**src/rtl/pipe_stage_reg_pkg.sv**
```systemverilog
// Shared constants and stage state type for the elastic pipeline register.
// Field/control indices describe the MEM/WB usage of the stage.
package pipe_pkg;

   localparam int DEF_DATA_W     = 32;
   localparam int DEF_NUM_FIELDS = 3;
   localparam int DEF_CTRL_W     = 2;
   localparam int DEF_CNT_W      = 16;

   localparam int FLD_IR     = 0;
   localparam int FLD_ALUOUT = 1;
   localparam int FLD_RDATA  = 2;

   localparam int CTL_REGWRITE = 0;
   localparam int CTL_MEMTOREG = 1;

   // Occupancy of the stage: nothing, main register only, main plus skid.
   typedef enum logic [1:0] {
      EMPTY = 2'd0,
      ONE   = 2'd1,
      TWO   = 2'd2
   } stage_state_e;

endpackage

```
**src/rtl/pipe_stage_reg_if.sv**
```systemverilog
// Handshake bundle around one pipeline stage register: upstream side,
// downstream side and the flush request from hazard logic.
interface pipe_stage_reg_if #(
   parameter int DATA_W     = 32,
   parameter int NUM_FIELDS = 3,
   parameter int CTRL_W     = 2
) ();

   logic                         in_valid;
   logic                         in_ready;
   logic [NUM_FIELDS*DATA_W-1:0] in_data;
   logic [CTRL_W-1:0]            in_ctrl;
   logic                         flush;
   logic                         out_valid;
   logic                         out_ready;
   logic [NUM_FIELDS*DATA_W-1:0] out_data;
   logic [CTRL_W-1:0]            out_ctrl;

   // Surrounding pipeline (upstream producer, downstream consumer, hazard unit).
   modport master (
      output in_valid, in_data, in_ctrl, flush, out_ready,
      input  in_ready, out_valid, out_data, out_ctrl
   );

   // The stage register itself.
   modport slave (
      input  in_valid, in_data, in_ctrl, flush, out_ready,
      output in_ready, out_valid, out_data, out_ctrl
   );

endinterface

```
**src/rtl/pipe_stage_reg_sat_counter.sv**
```systemverilog
// Saturating up-counter used for stage performance monitoring.
module sat_counter #(
   parameter int W = 16
) (
   input  logic         clk,
   input  logic         rst,
   input  logic         inc,
   input  logic         clear,
   output logic [W-1:0] cnt
);

   always_ff @(posedge clk or posedge rst) begin
      if (rst)
         cnt <= '0;
      else if (clear)
         cnt <= '0;
      else if (inc && (cnt != {W{1'b1}}))
         cnt <= cnt + W'(1);
   end

endmodule

```
**src/rtl/pipe_stage_reg.sv**
```systemverilog
// Elastic pipeline stage: main register plus one skid entry, registered
// in_ready, synchronous flush. PIPE_STAGE_PERF_EN adds stall/bubble counters.
module pipe_stage_reg
   import pipe_pkg::*;
#(
   parameter int DATA_W     = DEF_DATA_W,
   parameter int NUM_FIELDS = DEF_NUM_FIELDS,
   parameter int CTRL_W     = DEF_CTRL_W,
   parameter int CNT_W      = DEF_CNT_W
) (
   input  logic             clk,
   input  logic             rst,
   pipe_stage_reg_if.slave  bus
`ifdef PIPE_STAGE_PERF_EN
   ,
   output logic [CNT_W-1:0] stall_cnt,
   output logic [CNT_W-1:0] bubble_cnt
`endif
);

   localparam int PW = NUM_FIELDS * DATA_W;

   stage_state_e      state, state_nxt;
   logic [PW-1:0]     m_data, s_data;
   logic [CTRL_W-1:0] m_ctrl, s_ctrl;
   logic              ready_q;

   logic accept, emit;
   logic ld_m_in, ld_m_s, ld_s_in, clr_m, clr_s;

   assign accept = bus.in_valid & ready_q;
   assign emit   = (state != EMPTY) & bus.out_ready;

   always_ff @(posedge clk or posedge rst) begin
      if (rst) begin
         state   <= EMPTY;
         ready_q <= 1'b1;
      end else begin
         state   <= state_nxt;
         ready_q <= (state_nxt != TWO);
      end
   end

   always_comb begin
      state_nxt = state;
      ld_m_in   = 1'b0;
      ld_m_s    = 1'b0;
      ld_s_in   = 1'b0;
      clr_m     = 1'b0;
      clr_s     = 1'b0;
      if (bus.flush) begin
         state_nxt = EMPTY;
         clr_m     = 1'b1;
         clr_s     = 1'b1;
      end else begin
         case (state)
            EMPTY: begin
               if (accept) begin
                  state_nxt = ONE;
                  ld_m_in   = 1'b1;
               end
            end
            ONE: begin
               if (accept && emit) begin
                  ld_m_in = 1'b1;
               end else if (accept) begin
                  state_nxt = TWO;
                  ld_s_in   = 1'b1;
               end else if (emit) begin
                  state_nxt = EMPTY;
                  clr_m     = 1'b1;
               end
            end
            TWO: begin
               // ready_q is low here, so only the drain path exists
               if (emit) begin
                  state_nxt = ONE;
                  ld_m_s    = 1'b1;
                  clr_s     = 1'b1;
               end
            end
            default: begin
               state_nxt = EMPTY;
               clr_m     = 1'b1;
               clr_s     = 1'b1;
            end
         endcase
      end
   end

   // Control is zeroed whenever an entry goes invalid so a bubble reads as a NOP;
   // data fields are left as-is on flush/drain.
   always_ff @(posedge clk or posedge rst) begin
      if (rst) begin
         m_data <= '0;
         m_ctrl <= '0;
      end else if (ld_m_in) begin
         m_data <= bus.in_data;
         m_ctrl <= bus.in_ctrl;
      end else if (ld_m_s) begin
         m_data <= s_data;
         m_ctrl <= s_ctrl;
      end else if (clr_m) begin
         m_ctrl <= '0;
      end
   end

   always_ff @(posedge clk or posedge rst) begin
      if (rst) begin
         s_data <= '0;
         s_ctrl <= '0;
      end else if (ld_s_in) begin
         s_data <= bus.in_data;
         s_ctrl <= bus.in_ctrl;
      end else if (clr_s) begin
         s_ctrl <= '0;
      end
   end

   assign bus.in_ready  = ready_q;
   assign bus.out_valid = (state != EMPTY);
   assign bus.out_data  = m_data;
   assign bus.out_ctrl  = m_ctrl;

`ifdef PIPE_STAGE_PERF_EN
   sat_counter #(.W(CNT_W)) u_stall_cnt (
      .clk   (clk),
      .rst   (rst),
      .inc   ((state != EMPTY) & ~bus.out_ready),
      .clear (1'b0),
      .cnt   (stall_cnt)
   );

   sat_counter #(.W(CNT_W)) u_bubble_cnt (
      .clk   (clk),
      .rst   (rst),
      .inc   ((state == EMPTY) & bus.out_ready),
      .clear (1'b0),
      .cnt   (bubble_cnt)
   );
`else
   // Counter width only matters when the counters exist; keep it referenced.
   if (CNT_W < 1) begin : g_cnt_w_unused
   end
`endif

endmodule

```
**src/flat_wrapper.sv**
```systemverilog
// flat-port wrapper written by rule: the top's interface ports become plain ports
module pipe_stage_reg_flat import pipe_pkg::*;
#(
   parameter int DATA_W     = DEF_DATA_W,
   parameter int NUM_FIELDS = DEF_NUM_FIELDS,
   parameter int CTRL_W     = DEF_CTRL_W,
   parameter int CNT_W      = DEF_CNT_W
)
  (clk, rst, bus_in_valid, bus_in_data, bus_in_ctrl, bus_flush, bus_out_ready, bus_in_ready, bus_out_valid, bus_out_data, bus_out_ctrl);
  pipe_stage_reg_if #(.DATA_W(DATA_W), .NUM_FIELDS(NUM_FIELDS), .CTRL_W(CTRL_W)) bus_i ();
  input  logic clk;
  input  logic rst;
  input wire logic [$bits(bus_i.in_valid)-1:0] bus_in_valid;
  input wire logic [$bits(bus_i.in_data)-1:0] bus_in_data;
  input wire logic [$bits(bus_i.in_ctrl)-1:0] bus_in_ctrl;
  input wire logic [$bits(bus_i.flush)-1:0] bus_flush;
  input wire logic [$bits(bus_i.out_ready)-1:0] bus_out_ready;
  output wire logic [$bits(bus_i.in_ready)-1:0] bus_in_ready;
  output wire logic [$bits(bus_i.out_valid)-1:0] bus_out_valid;
  output wire logic [$bits(bus_i.out_data)-1:0] bus_out_data;
  output wire logic [$bits(bus_i.out_ctrl)-1:0] bus_out_ctrl;
  assign bus_i.in_valid = bus_in_valid;
  assign bus_i.in_data = bus_in_data;
  assign bus_i.in_ctrl = bus_in_ctrl;
  assign bus_i.flush = bus_flush;
  assign bus_i.out_ready = bus_out_ready;
  assign bus_in_ready = bus_i.in_ready;
  assign bus_out_valid = bus_i.out_valid;
  assign bus_out_data = bus_i.out_data;
  assign bus_out_ctrl = bus_i.out_ctrl;
  pipe_stage_reg #(.DATA_W(DATA_W), .NUM_FIELDS(NUM_FIELDS), .CTRL_W(CTRL_W), .CNT_W(CNT_W)) u_core (.clk(clk), .rst(rst), .bus(bus_i));
endmodule
```
**config.mk**
```make
export PLATFORM = sky130hd
export DESIGN_NAME = pipe_stage_reg_flat
export DESIGN_NICKNAME = d
export VERILOG_FILES = /design/src/rtl/pipe_stage_reg_pkg.sv /design/src/rtl/pipe_stage_reg_if.sv /design/src/rtl/pipe_stage_reg_sat_counter.sv /design/src/rtl/pipe_stage_reg.sv /design/src/flat_wrapper.sv
export SDC_FILE = /design/constraint.sdc
export NUM_CORES = 1
export LEC_CHECK = 0
export ABC_AREA = 1
export ABC_CLOCK_PERIOD_IN_PS = 22100
export CAP_MARGIN = 40
export CELL_PAD_IN_SITES_DETAIL_PLACEMENT = 0
export CELL_PAD_IN_SITES_GLOBAL_PLACEMENT = 1
export CORE_ASPECT_RATIO = 1.25
export CORE_MARGIN = 1
export CORE_UTILIZATION = 39
export DETAILED_ROUTE_END_ITERATION = 10
export GPL_TIMING_DRIVEN = 0
export MAX_ROUTING_LAYER = met4
export PLACE_DENSITY_LB_ADDON = 0.1
export SLEW_MARGIN = 20
export SYNTH_ARGS = -nofsm -noshare
export SYNTH_HDL_FRONTEND = slang
export SYNTH_SLANG_ARGS = --single-unit
```
**constraint.sdc**
```tcl
create_clock -name clk -period 22.1 [get_ports clk]
set_clock_uncertainty 0.2 [all_clocks]
set_input_delay 4.42 -clock clk [delete_from_list [all_inputs] [get_ports clk]]
set_output_delay 4.42 -clock clk [all_outputs]
set_load 0.02 [all_outputs]
```
==> impl_metrics.toml <==
[cts]
tritoncts = "yes"
hold_buffers = 0
cts-buffers-inserted = 17
clk_latency_ns = 0.43
cts.sinks = 199
cts_setup_buffers = 0
path_clk_slew_ns = 0.07
htree_num_levels = 4
root_buffer = "clkbuf_16"
cts_resized = 0
clockBufferDepth = 2

[yosys]
yosys_warnings = 0
ys_seq_area_frac = 0.602
avgSynthCellArea_um2 = 8.42
syn_nets = 1085
synth.area.top_cells = "dfrtp_1 (60%), nand2_1 (22%), nand3_1 (12%)"
ys_seq_elements = 199
syn-cell-area_um2 = 8270
yosys-top-cells-count = "nand2_1 (493), dfrtp_1 (198), nand3_1 (196), buf_2 (28), clkbuf_1 (25)"
synth_edf_count = 0
synth_top_flop_cell = "dfrtp_1"
netlist_instances = 982
yosysTopAreaCell = "dfrtp_1"
synth_top_cell_area_share = 0.599
ys_async_sr_fraction = 1.00
synth_cell_types = 17
synth_most_common_cell = "nand2_1"

[placement]
portBuffers = 202
gp_congestion = 0.786
post_dp_cell_area_um2 = 10700
dp_hpwl_um = 15600

[worst_setup_path]
critPathMaxStageDelay_ns = 0.64
cp-end-kind = "primary output"
crit_fanout = 6
crit_arrival_ns = 1.74
cp_slowest_cell = "clkdlybuf4s50_1"
start_kind = "flop"
required_ns = 17.48
path_delay_family = "buffers and inverters"
critPathBufInv = 2
worstSetupPathType = "reg -> out"
critical_path.cell_chain = "inv_1, nand2_1, clkdlybuf4s50_1"

[cells_and_area]
area_growth_syn_to_layout_pct = 36.0
diodes = 0
stdcell_area_um2 = 11300
num-nets-final = 1308
n_fill_cell = 2054
post-route-util = 0.541
drive_gt1_frac = 0.0658

[floorplanning]
die_area_um2 = 21800
num_rows = 59
start_util = 0.397
die_h_um = 165
core_area_um2 = 20800
die-width_um = 132
io_pins = 203

[power]
leakage_uw = 0.00547
powerDensity_nw_per_um2 = 94.8
ir_drop_mv = 0.0532

[sta]
setup_violations = 0
relSlewSlack = 0.594
fin_crit_sh = 0.288
tightest_slew_ns = 0.607
maxSlewViolCount = 0
max_freq_mhz = 157
timing.final.crit_period_ns = 6.36
hold_viol = 0
fin_hold_ws_ns = 0.282
setup_tns_ns = 0
rsz0062_at_grt = "no"

[route]
vias_per_cell = 4.79
drtAntennaViolNets = 0
drcViolationCount = 0
dr.pass1.iters = 5
drtIter0Drc = 439
wirelength_um = 23000
detail_route.wl_per_cell_um = 15.4
num_vias = 7137

[global_route]
grt.total_usage = 0.227
grt_max_degree = 101
grt_pass1_vias = 7082
grt_overflow = 0
grt_pass1_wl_um = 37200
antenna_found_initial = 0

[worst_hold_path]
min_path_type = "reg -> reg"

[flow_run]
max-cap-violations = 0

[status]
status = "completed"
worst register-to-register path, stage by stage (launching register included):
cell and delay (ns):
dfrtp_1 0.43, inv_2 0.10, nand4_1 0.48, buf_2 0.41, buf_2 0.22, nand3_1 0.11
nand3_1 0.07
routing by layer:
metal / wire [µm] / up-vias / part of all wire / global-route usage
met3: 1210 / 12 / 0.053 / 0.0448
met5: 0 / - / 0 / -
met4: 187 / 0 / 0.0081 / 0.0549
met1: 10300 / 3364 / 0.45 / 0.291
li1: - / 3573 / - / -
met2: 11300 / 188 / 0.49 / 0.370
logic make-up (layout without fill, tap and decap cells):
group | count (synthesis) | after routing | synth area share
AND/OR/NAND/NOR | 706 | 706 | 0.353
AO/OA/AOI/OAI | 3 | 3 | 0.00212
buffers and inverters | 74 | 308 | 0.0424
flip-flops | 199 | 199 | 0.602
state kept, by name, indices dropped and copies added (netlist names):
signal	flops
u_core.s_data	96
u_core.bus.out_data	96
u_core.bus.out_ctrl	2
u_core.s_ctrl	2
u_core.bus.in_ready	1
u_core.state	2
worst paths after layout:
check / to / startpoint / cells past startpoint / slack, ns
setup / recovery: bus_out_valid / u_core.state[1] / 3 / 15.74
hold / removal: u_core.s_data[65] / u_core.s_data[65] / 2 / 0.28
setup reg to reg: u_core.bus.out_data[63] / u_core.state[0] / 6 / 19.98
hold reg to reg: u_core.s_data[65] / u_core.s_data[65] / 2 / 0.28
max in group asynchronous: u_core.bus.out_data[36] / rst / 4 / 16.52
min in group asynchronous: u_core.s_data[91] / rst / 3 / 4.31
placed cells by master, fill, tap and decap left out:
master	instances
nand2_1	493
clkdlybuf4s50_1	202
dfrtp_1	198
nand3_1	196
buf_2	28
clkbuf_1	25
clkbuf_16	17
nor2_1	9
inv_2	6
buf_4	6
inv_1	6
inv_8	5
clkinv_4	5
nand4_1	4
nor2_2	2
nand3_2	2
buf_6	2
inv_6	2
buf_16	2
a22oi_1	1
o21ai_0	1
a21oi_1	1
clkinvlp_4	1
clkbuf_8	1
dfstp_2	1
power breakdown:
group	leakage, µW	internal [µW]	switching (µW)
logic	0.00269	127	137
registers	0.00251	453	50.0
clock network	0.000271	151	149
total	0.00547	731	335
stage by stage:
stage | std cells | setup slack (ns) | total power [µW]
final | 1490 | 15.74 | 1070
after global routing | 1490 | 15.68 | 1130
after CTS | 1490 | 15.72 | 1080
after detailed placement | 1460 | 15.41 | 776
after global placement | 1458 | 9.03 | 770
after floorplan | 982 | 12.06 | 642
cell type report:
cell class | instances | area (µm²) | area share
tap | 274 | 343 | 0.0305
clock buffer | 18 | 439 | 0.0390
sequential | 199 | 4980 | 0.443
timing repair buffer | 204 | 2080 | 0.185
multi-input combinational | 709 | 2940 | 0.261
buffer | 61 | 302 | 0.0268
clock inverter | 12 | 114 | 0.0101
inverter | 13 | 56.3 | 0.00500
Note: power is estimated with default switching activity, not from simulation.
